**src/rtl/bpt_update_scheduler_pkg.sv**
```systemverilog
// Shared branch-predictor definitions: 2-bit counter encoding, its update rule,
// the table clear value and the port-B scheduler state encoding.
package bpt_update_scheduler_pkg;

  typedef enum logic [1:0] {
    N_TAKE        = 2'd0,
    STRONG_N_TAKE = 2'd1,
    TAKE          = 2'd2,
    STRONG_TAKE   = 2'd3
  } state_t;

  localparam state_t CTR_INIT = N_TAKE;

  typedef enum logic [1:0] {
    S_INIT,
    S_IDLE,
    S_READ,
    S_WRITE
  } sched_state_t;

  // Saturating counter step; the encoding is not a plain up/down count.
  function automatic state_t ctr_next(input state_t cur, input logic mispredict);
    state_t nxt;
    nxt = cur;
    case (cur)
      STRONG_N_TAKE: nxt = mispredict ? N_TAKE        : STRONG_N_TAKE;
      N_TAKE:        nxt = mispredict ? TAKE          : STRONG_N_TAKE;
      TAKE:          nxt = mispredict ? N_TAKE        : STRONG_TAKE;
      STRONG_TAKE:   nxt = mispredict ? TAKE          : STRONG_TAKE;
      default:       nxt = cur;
    endcase
    return nxt;
  endfunction

endpackage

```
**src/rtl/bpt_update_scheduler_if.sv**
```systemverilog
// Update-request, table port-B and status bundle of the BPT update scheduler.
interface bpt_update_scheduler_if #(
  parameter int unsigned s_index    = 7,
  parameter int unsigned fifo_depth = 4
);
  localparam int unsigned CNT_W = $clog2(fifo_depth) + 1;

  logic               flush;
  logic               upd_valid;
  logic               upd_ready;
  logic [s_index-1:0] upd_index;
  logic               upd_mispredict;
  logic [s_index-1:0] tbl_addr;
  logic               tbl_wren;
  logic [1:0]         tbl_wdata;
  logic [1:0]         tbl_rdata;
  logic               init_busy;
  logic [CNT_W-1:0]   upd_pending;
  logic               upd_dropped;

  modport master (
    output flush, upd_valid, upd_index, upd_mispredict, tbl_rdata,
    input  upd_ready, tbl_addr, tbl_wren, tbl_wdata, init_busy, upd_pending, upd_dropped
  );

  modport slave (
    input  flush, upd_valid, upd_index, upd_mispredict, tbl_rdata,
    output upd_ready, tbl_addr, tbl_wren, tbl_wdata, init_busy, upd_pending, upd_dropped
  );
endinterface

```
**src/rtl/bpt_update_fifo.sv**
```systemverilog
// Synchronous FIFO of resolved-branch updates {index, mispredict}.
module bpt_update_fifo #(
  parameter int unsigned idx_w = 7,
  parameter int unsigned depth = 4
) (
  input  logic                   clk,
  input  logic                   rst,
  input  logic                   clear,
  input  logic                   push,
  input  logic                   pop,
  input  logic [idx_w-1:0]       push_index,
  input  logic                   push_mispredict,
  output logic [idx_w-1:0]       head_index,
  output logic                   head_mispredict,
  output logic                   full,
  output logic                   empty,
  output logic [$clog2(depth):0] count
);
  localparam int unsigned PTR_W = $clog2(depth);
  localparam int unsigned CNT_W = PTR_W + 1;
  localparam logic [CNT_W-1:0] FULL_CNT = CNT_W'(depth);

  logic [idx_w-1:0] idx_mem_q  [depth];
  logic             misp_mem_q [depth];
  logic [PTR_W-1:0] wr_ptr_q, rd_ptr_q;
  logic [CNT_W-1:0] count_q;
  logic             do_push, do_pop;

  assign full    = (count_q == FULL_CNT);
  assign empty   = (count_q == '0);
  assign do_push = push & ~full;
  assign do_pop  = pop & ~empty;

  always_ff @(posedge clk or negedge rst) begin
    if (!rst) begin
      wr_ptr_q <= '0;
      rd_ptr_q <= '0;
      count_q  <= '0;
    end else if (clear) begin
      wr_ptr_q <= '0;
      rd_ptr_q <= '0;
      count_q  <= '0;
    end else begin
      if (do_push) wr_ptr_q <= wr_ptr_q + 1'b1;
      if (do_pop)  rd_ptr_q <= rd_ptr_q + 1'b1;
      case ({do_push, do_pop})
        2'b10:   count_q <= count_q + 1'b1;
        2'b01:   count_q <= count_q - 1'b1;
        default: count_q <= count_q;
      endcase
    end
  end

  always_ff @(posedge clk) begin
    if (do_push && !clear) begin
      idx_mem_q[wr_ptr_q]  <= push_index;
      misp_mem_q[wr_ptr_q] <= push_mispredict;
    end
  end

  assign head_index      = idx_mem_q[rd_ptr_q];
  assign head_mispredict = misp_mem_q[rd_ptr_q];
  assign count           = count_q;

endmodule

```
**src/rtl/bpt_update_scheduler.sv**
```systemverilog
// Owner of BPT port B: sweeps the table to N_TAKE after reset/flush, then applies
// queued resolved-branch updates as two-cycle read-modify-writes.
module bpt_update_scheduler
  import bpt_update_scheduler_pkg::*;
#(
  parameter int unsigned s_index    = 7,
  parameter int unsigned fifo_depth = 4
) (
  input logic                    clk,
  input logic                    rst,
  bpt_update_scheduler_if.slave  bus
);
  localparam int unsigned CNT_W = $clog2(fifo_depth) + 1;
  localparam logic [s_index-1:0] LAST_ADDR = '1;

  sched_state_t       state_q, state_d;
  logic [s_index-1:0] sweep_q, sweep_d;
  logic [s_index-1:0] idx_q, idx_d;
  logic               misp_q, misp_d;

  logic               push, pop, full, empty, ready, in_init;
  logic [s_index-1:0] head_index;
  logic               head_misp;
  logic [CNT_W-1:0]   count;

  logic               wren_c;
  logic [s_index-1:0] addr_c;
  state_t             wdata_c;

  assign in_init = (state_q == S_INIT);
  // Ready comes from registered occupancy only; a pop in the same cycle does not help.
  assign ready   = rst & ~bus.flush & (in_init | ~full);
  assign push    = bus.upd_valid & ready & ~in_init;
  assign pop     = (state_q == S_READ);

  bpt_update_fifo #(
    .idx_w (s_index),
    .depth (fifo_depth)
  ) u_fifo (
    .clk             (clk),
    .rst             (rst),
    .clear           (bus.flush),
    .push            (push),
    .pop             (pop),
    .push_index      (bus.upd_index),
    .push_mispredict (bus.upd_mispredict),
    .head_index      (head_index),
    .head_mispredict (head_misp),
    .full            (full),
    .empty           (empty),
    .count           (count)
  );

  always_ff @(posedge clk or negedge rst) begin
    if (!rst) begin
      state_q <= S_INIT;
      sweep_q <= '0;
      idx_q   <= '0;
      misp_q  <= 1'b0;
    end else begin
      state_q <= state_d;
      sweep_q <= sweep_d;
      idx_q   <= idx_d;
      misp_q  <= misp_d;
    end
  end

  always_comb begin
    state_d = state_q;
    sweep_d = sweep_q;
    idx_d   = idx_q;
    misp_d  = misp_q;
    wren_c  = 1'b0;
    addr_c  = '0;
    wdata_c = CTR_INIT;
    case (state_q)
      S_INIT: begin
        addr_c  = sweep_q;
        wren_c  = 1'b1;
        wdata_c = CTR_INIT;
        sweep_d = sweep_q + 1'b1;
        if (sweep_q == LAST_ADDR) state_d = S_IDLE;
      end
      S_IDLE: begin
        if (!empty) state_d = S_READ;
      end
      S_READ: begin
        addr_c  = head_index;
        idx_d   = head_index;
        misp_d  = head_misp;
        state_d = S_WRITE;
      end
      S_WRITE: begin
        addr_c  = idx_q;
        wren_c  = 1'b1;
        wdata_c = ctr_next(state_t'(bus.tbl_rdata), misp_q);
        state_d = (!empty || push) ? S_READ : S_IDLE;
      end
      default: state_d = S_INIT;
    endcase
    // A write already on the port still completes; only the next state is redirected.
    if (bus.flush) begin
      state_d = S_INIT;
      sweep_d = '0;
    end
  end

  assign bus.tbl_addr    = addr_c;
  assign bus.tbl_wren    = wren_c & rst;
  assign bus.tbl_wdata   = wdata_c;
  assign bus.init_busy   = in_init;
  assign bus.upd_ready   = ready;
  assign bus.upd_pending = count;
  assign bus.upd_dropped = bus.upd_valid & ready & in_init;

endmodule

```
**src/flat_wrapper.sv**
```systemverilog
// flat-port wrapper written by rule: the top's interface ports become plain ports
module bpt_update_scheduler_flat import bpt_update_scheduler_pkg::*;
#(
  parameter int unsigned s_index    = 7,
  parameter int unsigned fifo_depth = 4
)
  (clk, rst, bus_flush, bus_upd_valid, bus_upd_index, bus_upd_mispredict, bus_tbl_rdata, bus_upd_ready, bus_tbl_addr, bus_tbl_wren, bus_tbl_wdata, bus_init_busy, bus_upd_pending, bus_upd_dropped);
  bpt_update_scheduler_if #(.s_index(s_index), .fifo_depth(fifo_depth)) bus_i ();
  input logic clk;
  input logic rst;
  input wire logic [$bits(bus_i.flush)-1:0] bus_flush;
  input wire logic [$bits(bus_i.upd_valid)-1:0] bus_upd_valid;
  input wire logic [$bits(bus_i.upd_index)-1:0] bus_upd_index;
  input wire logic [$bits(bus_i.upd_mispredict)-1:0] bus_upd_mispredict;
  input wire logic [$bits(bus_i.tbl_rdata)-1:0] bus_tbl_rdata;
  output wire logic [$bits(bus_i.upd_ready)-1:0] bus_upd_ready;
  output wire logic [$bits(bus_i.tbl_addr)-1:0] bus_tbl_addr;
  output wire logic [$bits(bus_i.tbl_wren)-1:0] bus_tbl_wren;
  output wire logic [$bits(bus_i.tbl_wdata)-1:0] bus_tbl_wdata;
  output wire logic [$bits(bus_i.init_busy)-1:0] bus_init_busy;
  output wire logic [$bits(bus_i.upd_pending)-1:0] bus_upd_pending;
  output wire logic [$bits(bus_i.upd_dropped)-1:0] bus_upd_dropped;
  assign bus_i.flush = bus_flush;
  assign bus_i.upd_valid = bus_upd_valid;
  assign bus_i.upd_index = bus_upd_index;
  assign bus_i.upd_mispredict = bus_upd_mispredict;
  assign bus_i.tbl_rdata = bus_tbl_rdata;
  assign bus_upd_ready = bus_i.upd_ready;
  assign bus_tbl_addr = bus_i.tbl_addr;
  assign bus_tbl_wren = bus_i.tbl_wren;
  assign bus_tbl_wdata = bus_i.tbl_wdata;
  assign bus_init_busy = bus_i.init_busy;
  assign bus_upd_pending = bus_i.upd_pending;
  assign bus_upd_dropped = bus_i.upd_dropped;
  bpt_update_scheduler #(.s_index(s_index), .fifo_depth(fifo_depth)) u_core (.clk(clk), .rst(rst), .bus(bus_i));
endmodule
```
**config.mk**
```make
export PLATFORM = sky130hd
export DESIGN_NAME = bpt_update_scheduler_flat
export DESIGN_NICKNAME = d
export VERILOG_FILES = /design/src/rtl/bpt_update_scheduler_pkg.sv /design/src/rtl/bpt_update_scheduler_if.sv /design/src/rtl/bpt_update_fifo.sv /design/src/rtl/bpt_update_scheduler.sv /design/src/flat_wrapper.sv
export SDC_FILE = /design/constraint.sdc
export NUM_CORES = 1
export LEC_CHECK = 0
export BUFFER_PORTS_ARGS = -buffer_cell sky130_fd_sc_hd__clkbuf_2
export CAP_MARGIN = 20
export CORE_MARGIN = 1.5
export CORE_UTILIZATION = 38
export CTS_BUF_LIST = sky130_fd_sc_hd__clkbuf_4 sky130_fd_sc_hd__clkbuf_8
export DETAILED_ROUTE_END_ITERATION = 8
export PLACE_DENSITY = 0.67
export SYNTH_ARGS = -nofsm -noshare
export SYNTH_HDL_FRONTEND = slang
export SYNTH_HIERARCHICAL = 1
export SYNTH_SLANG_ARGS = --single-unit
```
**constraint.sdc**
```tcl
create_clock -name clk -period 3.2 [get_ports clk]
set_input_delay 0.32 -clock clk [delete_from_list [all_inputs] [get_ports clk]]
set_output_delay 0.32 -clock clk [all_outputs]
set_load 0.1 [all_outputs]
```
# --- Word-level counts from Yosys, hierarchy flattened ---
# Memories as Yosys holds them, arrays and structs flattened. A register that Yosys moved wholly into a read port is not among the register bits.
# Cells that the tools add are included.
op_classes:
  n_reduce_logical: 14
  mux: 23
  n_addsub: 5
  n_eq_ne: 12
  n_bitwise: 13
op_table:
  columns: ["operator", "n"]
  rows:
  - ["two-way mux 2 bit", 11]
  - ["one-hot mux 7 bit (3 select lines)", 1]
  - ["one-hot mux 2 bit (4 select lines)", 2]
  - ["two-way mux 7 bit", 2]
  - ["== test 2 bit (second input constant)", 5]
  - ["AND 1 bit", 8]
  - ["adder 7 x 1 -> 7 bit (second input constant)", 1]
  - ["== test 7 bit (second input constant)", 1]
  - ["== test 2 x 1 -> 1 bit (second input constant)", 3]
  - ["!= test 3 bit (second input constant)", 2]
  - ["one-hot mux 3 bit (2 select lines)", 1]
  - ["nonzero test 2 bit", 3]
  - ["two-way mux 1 bit", 5]
  - ["adder 2 x 1 -> 2 bit (second input constant)", 2]
  - ["logical NOT 2 bit", 2]
  - ["NOT 1 bit", 4]
  - ["adder 3 x 1 -> 3 bit (second input constant)", 1]
  - ["== test 3 bit (second input constant)", 1]
  - ["logical NOT 1 bit", 3]
  - ["logical NOT 3 bit", 1]
  - ["two-way mux 3 bit", 1]
  - ["nonzero test 3 bit", 1]
  - ["subtractor 3 x 1 -> 3 bit (second input constant)", 1]
  - ["AND reduction 2 bit", 1]
  - ["other kinds (4)", 4]
word_totals:
  wordCells: 75
  memories: 2
  input_bits: 14
  register_bits: 23
  ram_bits: 32
memory_table:
  columns: ["name", "words", "word_bits", "read_ports", "rd_ports_with_merged_regs", "write_ports", "line_no", "rtl"]
  rows:
  - ["u_core.u_fifo.idx_mem_q", 4, 7, 1, 0, 1, "bpt_update_fifo.sv:23", "logic [idx_w-1:0] idx_mem_q [depth];"]
  - ["u_core.u_fifo.misp_mem_q", 4, 1, 1, 1, 1, "bpt_update_fifo.sv:24", "logic misp_mem_q [depth];"]

# --- Longest topological paths before layout ---
depth:
  depth_word: 10
  depth_mapped: 10
  ltp_nobuf: 8

# --- Modules after synthesis ---
# The synthesis kept the hierarchy.
modules_own_cells:
  columns: ["mod", "n_inst", "seq_area_each_um2", "cells_each", "area_each_um2"]
  rows:
  - ["bpt_update_fifo", 1, 1136.1, 105, 1740.4]
  - ["bpt_update_scheduler", 1, 425.4, 100, 1059.8]

# --- Least setup slack after synthesis ---
# No wires, ideal clock.
synth_path:
  path_type: "reg-to-output"
  start: "register u_core.state_q[0]"
  end: "output port bus_upd_dropped"
  path_buffers: 2
  arrival_ns: 4.001
  required_ns: 2.880
  path_slack_ns: -1.121
  stages_incl_launch_ff: 7
  path_cell_list: "dfrtp_1 inv_1 ha_1 buf_4 buf_2 inv_1 nor3_1"
synth_between:
  elab_chain_len: 5
synth_rtl:
  columns: ["item", "line_no", "rtl"]
  rows:
  - ["from (decl)", "bpt_update_scheduler.sv:16", "sched_state_t state_q, state_d;"]
  - ["from (signal assigned)", "bpt_update_scheduler.sv:61", "state_q <= state_d;"]
  - ["logical NOT 2 bit (*)", "bpt_update_scheduler.sv:30", "assign in_init = (state_q == S_INIT);"]
  - ["via bus_init_busy", "flat_wrapper.sv:20", "output wire logic [$bits(bus_i.init_busy)-1:0] bus_init_busy;"]
  - ["bitwise OR 1 bit", "bpt_update_scheduler.sv:32", "assign ready = rst & ~bus.flush & (in_init | ~full);"]
  - ["AND 1 bit", "bpt_update_scheduler.sv:32", null]
  - ["AND 1 bit", "bpt_update_scheduler.sv:114", "assign bus.upd_dropped = bus.upd_valid & ready & in_init;"]
  - ["AND 1 bit (*)", "bpt_update_scheduler.sv:114", null]
  - ["to (decl)", "flat_wrapper.sv:22", "output wire logic [$bits(bus_i.upd_dropped)-1:0] bus_upd_dropped;"]
# The timed path passes the listed nets; every way through them passes the cells marked *.

# --- Worst setup path in the final report ---
layout_path:
  start: "register u_core.u_fifo.rd_ptr_q[0]"
  end: "output port bus_tbl_addr[0]"
layout_between:
  elab_chain_len: 2
layout_rtl:
  columns: ["item", "line_no", "rtl"]
  rows:
  - ["from (decl)", "bpt_update_fifo.sv:25", "logic [PTR_W-1:0] wr_ptr_q, rd_ptr_q;"]
  - ["from (signal assigned)", "bpt_update_fifo.sv:45", "if (do_pop) rd_ptr_q <= rd_ptr_q + 1'b1;"]
  - ["memory read (4 x 7 bit)", null, null]
  - ["via u_core.head_index[0]", "bpt_update_scheduler.sv:22", "logic [s_index-1:0] head_index;"]
  - ["one-hot mux 7 bit (3 select lines)", "bpt_update_scheduler.sv:76", "case (state_q)"]
  - ["to (decl)", "flat_wrapper.sv:17", "output wire logic [$bits(bus_i.tbl_addr)-1:0] bus_tbl_addr;"]
# The timed path passes the listed nets, and every way through them passes these cells.

==> impl_metrics.toml <==
[worst_hold_path]
hold_path.class = "input port to async pin"

[cts]
cts_made_buffers = 5
clkSlewWorstSetupHoldPaths_ns = 0.12
h-tree-depth = 2
cts.sink_count = 56
cts-hold-fix-buffers = 0
cts_buffer_depth = 2
cts_setup_buffers = 0
post_cts_resized = 0
clock_latency_ns = 0.32
root_buffer = "clkbuf_8"
tritoncts = "built"

[yosys]
netlist_area_sq_um = 2800
synth_xor_area_share_pct = 2.82
synth_fa_ha_area_share_pct = 5.63
synth_top_area_share_pct = 34.3
ys_ff_latch = 56
synth_compound_area_share_pct = 11.3
netlist_instances = 205
syn_avg_cell_area_sq_um = 13.7
syn_nets = 231
muxShareOfSynthArea_pct = 9.96
synthSimpleGateAreaFrac_pct = 10.5
synth.most_common_cell = "edfxtp_1"
yosys-top-cells-count = "edfxtp_1, dfrtp_1, nor2_1"
yosysTopAreaCell = "edfxtp_1"
seq_area_frac_synth_pct = 55.8
synth_cell_type_count = 51
synth_top_flop_cell = "edfxtp_1"
synth_top_family_by_area = "compound AO/OA/AOI/OAI gates"
synth_edf_count = 32
yosysWarnings = 6
async_flop_share_pct = 42.9
synth_top_cells_by_area = "edfxtp_1, dfrtp_1, mux4_2"

[finish]
drive_gt1_share_pct = 36.5
fin_nets = 258
fill_cells = 673
multi_input_area_sq_um = 1170
seq_area_sq_um = 1560
area_growth_pct = 12.7
n_antenna_cell = 0

[timing]
clock.fmax_mhz = 355
worstMarginPinSlew_ns = 0.577
fin_crit_ns = 2.82
final-setup-viol-count = 0
rsz0062_at_grt = "false"
relSlewSlack_pct = 61.2
final_max_slew_viol_count = 0
finalCritPeriodShare_pct = 88.0
whs_ns = 0.0798
finClkSkew_ns = 0.0147
tns_ns = 0
finalHoldViolations = 0

[critical_path]
end_kind = "output port"
cp.required_ns = 2.88
criticalPathCategory = "register to output port"
path_cells = "mux4_2 > a222oi_1 > nor2_2 > clkbuf_2"
rrSetupSlack_ns = 0.42
worst_path_max_delay_cell = "dfrtp_1"
worstPathMaxFanout = 10
cp.arrival_ns = 2.50
slowest_delay_ns = 0.72
regToRegEndpoint = "u_core/u_fifo/count[1]"
start_kind = "register"
path_buf_inv = 1
worstReg2RegStart = "u_core/state_q[0]"
path_delay_family = "flip-flops"
rr_worst_depth = 8

[power_and_ir_drop]
p_leak_nw = 1.25
comb_power_share_pct = 7.4
p_sw_share_pct = 25.6
p_clk_share_pct = 32.2
p_switching_uw = 335
p_per_area_nw_per_um2 = 415
vdd_ir_drop_max_mv = 0.230
power_frac_seq_pct = 60.4
internal-power_uw = 974

[routing]
routed_wl_um = 4990
viasPerCell = 5.00
antenna_left = 0
route.detailed.drc = 0
vias = 1660
drt_iter0_drc = 182
wl_per_cell_um = 15.0
drt_first_pass_iters = 4

[placement]
gp_congestion = 0.778
hpwl_um = 3520
io_buffers = 29

[floorplanning]
row_count = 31
dieArea_sq_um = 7890
initial_core_util_pct = 39.0
die_h_um = 88.8
coreArea_sq_um = 7180
dieWidth_um = 88.8
ios = 30

[global_route]
grt_max_degree = 26
grt_overflow_total = 0
grt_pass1_wl_um = 8270
first_global_vias = 1676
antenna_found_initial = 0
track_usage_pct = 14.2

[run]
maxCapViolations = 0

[status]
outcome = "finished, final reports clean"
## power groups by stage
stage	logic, mW	registers (mW)	clock network, mW
2_1_floorplan	0.0699	0.804	0
3_3_place_gp	0.0970	0.806	0
3_5_place_dp	0.0989	0.807	0
4_1_cts	0.0991	0.791	0.427
5_1_grt	0.107	0.794	0.458
6_report	0.0972	0.791	0.421
## metal layers
layer | GRT usage, % | wire length [um]
met5 | 0 | 0
met4 | 4.83 | 72
met3 | 2.99 | 157
met2 | 22.9 | 2440
met1 | 19.1 | 2320
## registers in the layout, summed over array words and instances (netlist names)
signal and cells:
u_core/u_fifo/idx_mem_q 28, u_core/idx_q 7, u_core/sweep_q 7, u_core/u_fifo/misp_mem_q 4, u_core/u_fifo/count 3, u_core/state_q 2
u_core/u_fifo/rd_ptr_q 2, u_core/u_fifo/wr_ptr_q 2, u_core/misp_q 1
## how the worst max path moves through the flow
| stage | startpoint | endpoint | slack, ns | depth (start not counted) |
|---|---|---|---|---|
| after global placement | u_core/state_q[0] | u_core/u_fifo/count[1] | 0.60 | 8 |
| final | u_core/u_fifo/rd_ptr_q[0] | bus_tbl_addr[0] | 0.38 | 4 |
| after global routing | u_core/state_q[0] | u_core/u_fifo/count[1] | 0.20 | 8 |
| after floorplan | u_core/state_q[0] | bus_upd_dropped | 0.03 | 6 |
| after CTS | u_core/u_fifo/rd_ptr_q[0] | bus_tbl_addr[0] | 0.34 | 4 |
| after detailed placement | u_core/state_q[0] | u_core/u_fifo/count[1] | 0.45 | 8 |
## stage by stage
step	cell area [sq um]	cells	power (mW)	utilization [%]	setup slack (ns)
after floorplan	2830	205	0.874	-	0.0291
after global placement	3060	324	0.903	42.6	0.597
after detailed placement	3060	324	0.905	42.6	0.447
after CTS	3160	332	1.32	44.0	0.339
after global routing	3160	332	1.36	44.0	0.197
final	3160	332	1.31	44.0	0.384
## cell usage in the layout (no fill, tap or decap), types with 7 or more instances in the layout
cell type  synthesis  layout
dfrtp_1           24      23
ha_1              11      10
clkbuf_2           0      29
a21oi_1            8       7
inv_1              7       7
edfxtp_1          32      32
mux2_2             7       7
mux4_2             8       8
nor2_1            19      13
## area by class of cell
type | count | share of cell area, %
Clock inverter | 3 | 0.912
Timing Repair Buffer | 33 | 5.55
Inverter | 8 | 0.952
Clock buffer | 5 | 2.18
Multi-Input combinational cell | 128 | 37.0
Sequential cell | 56 | 49.5
Tap cell | 99 | 3.93
## cells by family (layout without fill, tap and decap cells)
logic type / after synthesis / after routing
AO/OA/AOI/OAI: 37 / 37
XOR/XNOR: 9 / 9
adder cells (fa/ha/maj): 12 / 12
buffers and inverters: 21 / 49
flip-flops: 56 / 56
multiplexers: 17 / 17
AND/OR/NAND/NOR: 53 / 53
(Power assumes the default switching activity.)
